===== config.mk =====
export PLATFORM = sky130hd
export DESIGN_NAME = plot_sequencer
export DESIGN_NICKNAME = d
export VERILOG_FILES = /design/src/rtl/plot_pkg.sv /design/src/rtl/plot_clip.sv /design/src/rtl/plot_sequencer.sv
export SDC_FILE = /design/constraint.sdc
export NUM_CORES = 1
export LEC_CHECK = 0
export ABC_AREA = 1
export BUFFER_PORTS_ARGS = -buffer_cell sky130_fd_sc_hd__buf_2
export CORE_MARGIN = 3
export CORE_UTILIZATION = 47
export DETAILED_ROUTE_END_ITERATION = 7
export MAX_ROUTING_LAYER = met4
export PLACE_DENSITY = 0.84
export SLEW_MARGIN = 20
export SYNTH_ARGS = -nofsm -noshare
export SYNTH_HDL_FRONTEND = slang
export SYNTH_SLANG_ARGS = --single-unit
export TNS_END_PERCENT = 20

===== constraint.sdc =====
create_clock -name clk -period 3.6 [get_ports clk]
set_input_delay 0.18 -clock clk [delete_from_list [all_inputs] [get_ports clk]]
set_output_delay 0.18 -clock clk [all_outputs]
set_load 0.05 [all_outputs]

===== src/rtl/plot_pkg.sv =====
// Shared screen geometry and sequencer state encoding for the plot path.
package plot_pkg;

  localparam int SCREEN_W = 160;
  localparam int SCREEN_H = 120;
  localparam int COLOUR_W = 3;

  typedef enum logic [2:0] {
    IDLE,
    SCAN,
    RUN,
    REL,
    FINISH
  } seq_state_t;

endpackage


===== src/rtl/plot_clip.sv =====
// Registered selection of the granted engine's plot stream onto the VGA port,
// with off-screen pixels dropped rather than wrapped.
module plot_clip
  import plot_pkg::*;
#(
  parameter int NUM_ENG = 3,
  parameter int X_W     = 8,
  parameter int Y_W     = 7,
  parameter int IDX_W   = 2
) (
  input  logic                         clk,
  input  logic                         rst_n,
  input  logic [IDX_W-1:0]             idx,
  input  logic                         in_run,
  input  logic [NUM_ENG*X_W-1:0]       eng_x,
  input  logic [NUM_ENG*Y_W-1:0]       eng_y,
  input  logic [NUM_ENG*COLOUR_W-1:0]  eng_colour,
  input  logic [NUM_ENG-1:0]           eng_plot,
  output logic [X_W-1:0]               vga_x,
  output logic [Y_W-1:0]               vga_y,
  output logic [COLOUR_W-1:0]          vga_colour,
  output logic                         vga_plot
);

  logic [X_W-1:0]      vga_x_q, vga_x_d;
  logic [Y_W-1:0]      vga_y_q, vga_y_d;
  logic [COLOUR_W-1:0] vga_colour_q, vga_colour_d;
  logic                vga_plot_q, vga_plot_d;
  logic                sel_plot;
  logic                on_screen;

  // Mux the granted slot; an out-of-range index selects nothing.
  always_comb begin
    vga_x_d      = '0;
    vga_y_d      = '0;
    vga_colour_d = '0;
    sel_plot     = 1'b0;
    for (int unsigned i = 0; i < NUM_ENG; i++) begin
      if (idx == IDX_W'(i)) begin
        vga_x_d      = eng_x[i*X_W +: X_W];
        vga_y_d      = eng_y[i*Y_W +: Y_W];
        vga_colour_d = eng_colour[i*COLOUR_W +: COLOUR_W];
        sel_plot     = eng_plot[i];
      end
    end
    on_screen  = (int'(vga_x_d) < SCREEN_W) && (int'(vga_y_d) < SCREEN_H);
    vga_plot_d = sel_plot & in_run & on_screen;
  end

  // One-cycle output register toward the adapter.
  always_ff @(posedge clk or negedge rst_n) begin
    if (!rst_n) begin
      vga_x_q      <= '0;
      vga_y_q      <= '0;
      vga_colour_q <= '0;
      vga_plot_q   <= 1'b0;
    end else begin
      vga_x_q      <= vga_x_d;
      vga_y_q      <= vga_y_d;
      vga_colour_q <= vga_colour_d;
      vga_plot_q   <= vga_plot_d;
    end
  end

  assign vga_x      = vga_x_q;
  assign vga_y      = vga_y_q;
  assign vga_colour = vga_colour_q;
  assign vga_plot   = vga_plot_q;

endmodule


===== src/rtl/plot_sequencer.sv =====
// Runs the enabled drawing engines one at a time in slot order and forwards
// the granted engine's plot stream to the VGA adapter.
module plot_sequencer
  import plot_pkg::*;
#(
  parameter int NUM_ENG = 3,
  parameter int X_W     = 8,
  parameter int Y_W     = 7
) (
  input  logic                         clk,
  input  logic                         rst_n,
  input  logic                         start,
  output logic                         done,
  input  logic [NUM_ENG-1:0]           eng_en,
  output logic [NUM_ENG-1:0]           eng_start,
  input  logic [NUM_ENG-1:0]           eng_done,
  input  logic [NUM_ENG*X_W-1:0]       eng_x,
  input  logic [NUM_ENG*Y_W-1:0]       eng_y,
  input  logic [NUM_ENG*COLOUR_W-1:0]  eng_colour,
  input  logic [NUM_ENG-1:0]           eng_plot,
  output logic [X_W-1:0]               vga_x,
  output logic [Y_W-1:0]               vga_y,
  output logic [COLOUR_W-1:0]          vga_colour,
  output logic                         vga_plot,
  output logic [2:0]                   cur_eng
);

  localparam int                IDX_W   = $clog2(NUM_ENG + 1);
  localparam logic [IDX_W-1:0]  IDX_END = IDX_W'(NUM_ENG);

  seq_state_t         state_q, state_d;
  logic [IDX_W-1:0]   idx_q, idx_d;
  logic [NUM_ENG-1:0] en_q, en_d;
  logic               slot_en;
  logic               slot_done;
  logic               in_run;

  // Per-slot enable and done of the slot currently addressed by idx.
  always_comb begin
    slot_en   = 1'b0;
    slot_done = 1'b0;
    for (int unsigned i = 0; i < NUM_ENG; i++) begin
      if (idx_q == IDX_W'(i)) begin
        slot_en   = en_q[i];
        slot_done = eng_done[i];
      end
    end
  end

  // Next-state logic: scan, run, release each slot; start low aborts.
  always_comb begin
    state_d = state_q;
    idx_d   = idx_q;
    en_d    = en_q;
    case (state_q)
      IDLE: begin
        if (start) begin
          en_d    = eng_en;
          idx_d   = '0;
          state_d = SCAN;
        end
      end
      SCAN: begin
        if (!start)                 state_d = IDLE;
        else if (idx_q == IDX_END)  state_d = FINISH;
        else if (!slot_en)          idx_d   = idx_q + 1'b1;
        else                        state_d = RUN;
      end
      RUN: begin
        if (!start)         state_d = IDLE;
        else if (slot_done) state_d = REL;
      end
      REL: begin
        if (!start) begin
          state_d = IDLE;
        end else if (!slot_done) begin
          idx_d   = idx_q + 1'b1;
          state_d = SCAN;
        end
      end
      FINISH: begin
        if (!start) state_d = IDLE;
      end
      default: state_d = IDLE;
    endcase
  end

  // State, slot index and latched enables.
  always_ff @(posedge clk or negedge rst_n) begin
    if (!rst_n) begin
      state_q <= IDLE;
      idx_q   <= '0;
      en_q    <= '0;
    end else begin
      state_q <= state_d;
      idx_q   <= idx_d;
      en_q    <= en_d;
    end
  end

  // Decoded outputs; in_run also requires start so an abort blanks vga_plot
  // on the very edge the FSM returns to IDLE.
  always_comb begin
    eng_start = '0;
    for (int unsigned i = 0; i < NUM_ENG; i++) begin
      eng_start[i] = (state_q == RUN) && (idx_q == IDX_W'(i));
    end
    done    = (state_q == FINISH);
    in_run  = ((state_q == RUN) || (state_q == REL)) && start;
    cur_eng = ((state_q == SCAN) || (state_q == RUN) || (state_q == REL)) ? 3'(idx_q) : '0;
  end

  plot_clip #(
    .NUM_ENG (NUM_ENG),
    .X_W     (X_W),
    .Y_W     (Y_W),
    .IDX_W   (IDX_W)
  ) u_clip (
    .clk        (clk),
    .rst_n      (rst_n),
    .idx        (idx_q),
    .in_run     (in_run),
    .eng_x      (eng_x),
    .eng_y      (eng_y),
    .eng_colour (eng_colour),
    .eng_plot   (eng_plot),
    .vga_x      (vga_x),
    .vga_y      (vga_y),
    .vga_colour (vga_colour),
    .vga_plot   (vga_plot)
  );

endmodule


After elaboration in Yosys (flattened, before gate mapping) --
Index checks and enable logic that the tools add are counted.
Word-level totals: logic and storage cells 79, output and inout bits 26, input port bits 66, register bits after elaboration 27
Cells by class: muxes and demuxes 36, reductions and logical operators 14, add/subtract/negate cells 1, bitwise logic cells 2, magnitude comparators 2, equality and inequality tests 17
Operator list (number):
- 3-bit two-way mux | 12
- 8-bit two-way mux | 3
- 7-bit two-way mux | 3
- 3-bit one-hot mux with 5 select lines | 1
- 2-bit two-way mux | 7
- 2-bit != test, second input constant | 7
- 1-bit two-way mux | 9
- 8-bit < comparator, second input constant | 1
- 7-bit < comparator, second input constant | 1
- 7-bit AND reduction | 1
- 3-bit by 2-bit equality test with 1-bit output, second input constant | 2
- 3-bit != test, second input constant | 2
- 2-bit one-hot mux with 3 select lines | 1
- 1-bit logical AND | 5
- 5-bit AND reduction | 1
- 2-bit equality test, second input constant | 2
- 4-bit != test, second input constant | 1
- 3-bit by 1-bit equality test with 1-bit output, second input constant | 1
- 3-bit equality test, second input constant | 1
- 3-bit zero test | 1
- 1-bit logical OR | 3
- 3-bit nonzero test | 1
- 2-bit by 1-bit adder with 2-bit output, second input constant | 1
- 1-bit bitwise AND | 2
- other kinds (3) | 3

Depth between registers and ports, before layout --
word-level depth 8, mapped depth 13, mapped depth without buffers 12

Cells and area by module --
Synthesis repeated with hierarchy kept, for this count alone.
Unflattened totals: cell total of the unflattened synthesis 214, area total of the unflattened synthesis 1615.3 µm²
By module, submodules not included:
- plot_clip | sequential area each 475.5 µm², times used 1, area each 938.4 µm², cells an instance 127
- plot_sequencer | sequential area each 200.2 µm², times used 1, area each 676.9 µm², cells an instance 87

Worst setup path after synthesis --
No wires, ideal clock.
path kind register to output, start register idx_q[0], end output port eng_start[2], arrival 1.565 ns, data required time 3.420 ns, path buffers 1, stages on the path, launching flop included 6, setup slack 1.855 ns, path through dfrtp_1 > inv_1 > ha_1 > inv_2 > buf_2 > nor2_1
Between the ends: cells in the longest elaborated chain, start to end 2
Ends and longest elaborated chain:
- start: declaration | line plot_sequencer.sv:32 | logic [IDX_W-1:0] idx_q, idx_d;
- start signal: assignment | line plot_sequencer.sv:96 | idx_q <= idx_d;
- 2-bit equality test | line plot_sequencer.sv:106 | eng_start[i] = (state_q == RUN) && (idx_q == IDX_W'(i));
- 1-bit logical AND | line plot_sequencer.sv:106
- end: declaration | line plot_sequencer.sv:15 | output logic [NUM_ENG-1:0] eng_start,
No other way between the ends.

Worst setup path in the final report --
start register idx_q[1], end output port eng_start[1]
Between the ends: cells in the longest elaborated chain, start to end 2
Ends and longest elaborated chain (line):
- 2-bit by 1-bit equality test with 1-bit output | plot_sequencer.sv:106
- 1-bit logical AND | plot_sequencer.sv:106
No other way between the ends.

==> summary.txt <==
Timing
  – Count of final hold-check violations: 0
  – Setup Viol. Count Final: 0
  – Post-route setup TNS: 0 ps
  – RSZ-0062 raised after global routing: no
  – Max_slew headroom: a little over a quarter
  – Fin crit period: roughly 2500 ps
  – Fin crit share: between 60 and 70%
  – Final Max Slew Viols: 0
  – Final setup margin: around 1100 ps
  – Clk_skew: between 2 and 3 ps
  – Slew @ Worst Pin: between 1000 and 1500 ps
  – Achievable clock frequency: about 0.41 GHz

Critical path
  – Crit-path slowest cell: ha_1
  – Crit path max fanout: 25
  – Crit. End Element: output pin
  – CP peak stage delay: roughly 900 ps
  – Crit path DAT: between 2000 and 2500 ps
  – Setup CP Type: reg -> out
  – Startpoint Class: flop
  – Reg-to-Reg Start: idx_q[1]
  – Critical-path cell list: inv_1 > ha_1 > inv_2 > nor2_1 > buf_2
  – Crit path from: idx_q[1]
  – Worst EP required: between 3000 and 4000 ps

Yosys
  – Syn Inst Count: about 190
  – #FFs+latches synth: 27
  – Synth cell types: 30
  – Seq/Total Area, Yosys: 42.9%
  – Syn Area/Cell: 8.12 sq um
  – Post-synth top area cell: dfrtp_1
  – Synth top area share: 42.9%
  – Top cells by area, synth: dfrtp_1 43%, nand2_1 12%, a22oi_1 5.7%
  – Syn nets: around 260
  – Mapped cell area: around 1600 sq um
  – Synth Warn #: 0

GRT
  – Initial antenna violation count: 0
  – Vias in the first global route: about 1,600
  – Global route total overflow: 0
  – Gr usage total: ~22%
  – Global-route wire length before repair: approximately 7000 um
  – Maximum number of pins on one net before global-route repair: 31

Layout
  – Design area: approximately 2100 sq um
  – Layout cells sized above 1: around 42%
  – Antenna diodes: 0
  – Synthesis-to-finish area growth: 31.3%
  – Final net count: roughly 350

Power and ir drop
  – PD cells: 905 nW/um^2
  – Tot Pwr: approximately 1.9 mW
  – Leak Pwr: 1.13 nW
  – Worst vdd ir: between 0.3 and 0.4 mV

CTS
  – Largest buffer count on any clock path: 2
  – Num CTS Buffers: 3
  – Clock sinks: 27
  – CTS Root Cell: clkbuf_4
  – Clock Pin Slew Worst Setup and Hold Paths: approximately 150 ps
  – CTS tree: done
  – Worst skew pair latency: 330 ps
  – H-Tree Depth: 1

Routing
  – Initial drt markers: around 130
  – WL final: approximately 4200 um
  – DR vias/cell: between 4 and 5
  – ANT nets after route: 0
  – Vias: ~1,600
  – DRT Pass-1 Iters: 5
  – DR WL/cell: around 13 um
  – Post-route DRC: 0

Floorplan
  – DIE HEIGHT: approximately 64 um
  – Initial Util: between 50% and 60%
  – Die Footprint: 4080 sq um
  – Die width: 63.9 um
  – Core Box Area: between 3000 and 4000 sq um
  – # rows: 20
  – IO Count: between 90 and 100

Place
  – Dpl ws: 1390 ps
  – Dpl cell area: slightly above 2000 sq um
  – RD Place Congestion: approximately 0.94
  – Hpwl dp: between 3000 and 4000 um
  – IO buf count: 90

Worst hold path
  – Min-delay worst type: in -> reg
  – Hold_sp: eng_y[15]

Flow run
  – Max-cap violations: 0

Status
  – Status: finished clean
## flip-flops by register name, summed over array words and instances (netlist names)
name,cells
en_q,3
idx_q,2
u_clip.vga_y,7
u_clip.vga_plot,1
state_q,3
u_clip.vga_x,8
u_clip.vga_colour,3
## cell usage after synthesis
master,instances
o22ai_1,2
o21bai_2,1
a21oi_2,2
or2_0,1
inv_2,5
nor2_2,2
or2_2,1
nand3_1,4
nand2_2,4
buf_2,3
nor3_2,1
nand3_2,1
nand2_1,49
nand3_4,1
conb_1,1
clkbuf_1,2
or2_1,1
buf_4,2
o21ai_0,14
buf_6,2
dfrtp_1,27
mux2_2,3
a22oi_1,12
nor2_8,1
inv_1,11
o21ai_1,2
nor2_1,20
ha_1,4
nand2_4,2
a21oi_1,13
## timing repair
action                    CTS  global route
gates resized for setup     0             0
buffers inserted            0             0
hold endpoints to repair   27             0
hold buffers                1             0
## power breakdown
part | total, mW | switching (mW) | leakage [nW] | internal (mW)
registers | 0.496 | 0.0580 | 0.338 | 0.438
clock network | 0.139 | 0.0963 | 0.0139 | 0.0426
logic | 1.24 | 0.894 | 0.778 | 0.342
total | 1.87 | 1.05 | 1.13 | 0.823
## per-stage QoR
| step | utilization (%) | cells | hold WS [ps] |
|---|---|---|---|
| final | 66.1 | 325 | 35.3 |
| after CTS | 66.1 | 325 | 37.6 |
| after detailed placement | 64.8 | 320 | 227 |
| after floorplan | - | 194 | -116 |
| after global routing | 66.1 | 325 | 21.5 |
| after global placement | 64.8 | 320 | 225 |
## routing by layer
metal	routed length [um]	up-vias	global-route usage [%]
li1	-	807	-
met1	1650	726	24.8
met2	2170	66	37.8
met3	319	7	3.69
met4	56	0	7.28
met5	0	-	-
## final cells by class
class	instances	area, sq um
Clock inverter	1	7.51
Multi-Input combinational cell	142	779
Fill cell	291	1060
Tap cell	44	55.1
Clock buffer	3	22.5
Timing Repair Buffer	92	468
Sequential cell	27	676
Inverter	16	60.1
## critical path: cells and delay by family (launching register included)
family | cells | cell delay [ps]
AND/OR/NAND/NOR | 1 | 170
flip-flops | 1 | 440
buffers and inverters | 3 | 450
adder cells (fa/ha/maj) | 1 | 890
## final timing paths
kind | to | slack (ps) | cells after the start
worst max-delay path | eng_start[1] | 1130 | 5
worst min-delay path | u_clip.vga_y[1] | 40 | 3
worst max register to register | state_q[0] | 1350 | 11
worst min register to register | en_q[2] | 520 | 1
max in group asynchronous | en_q[2] | 2840 | 2
min in group asynchronous | u_clip.vga_x[6] | 370 | 2
## cell families after synthesis
| kind of cell | share of synthesized area, % |
|---|---|
| AND/OR/NAND/NOR | 26.4 |
| buffers and inverters | 7.62 |
| AO/OA/AOI/OAI | 17.6 |
| multiplexers | 2.14 |
| other | 0.238 |
| adder cells (fa/ha/maj) | 3.18 |
| flip-flops | 42.9 |
## cell usage in the layout, fill, tap and decap left out, types with 2 or more instances in the layout
cell	n
ha_1	4
a21oi_2	2
clkbuf_4	3
o21ai_0	14
nor2_1	20
a22oi_1	12
a21oi_1	13
nand2_4	2
nand2_2	4
inv_1	11
o22ai_1	2
nand2_1	49
nor2_2	2
nand3_1	4
mux2_2	3
buf_2	90
inv_2	5
dfrtp_1	27
o21ai_1	2
(Power assumes the default switching activity.)
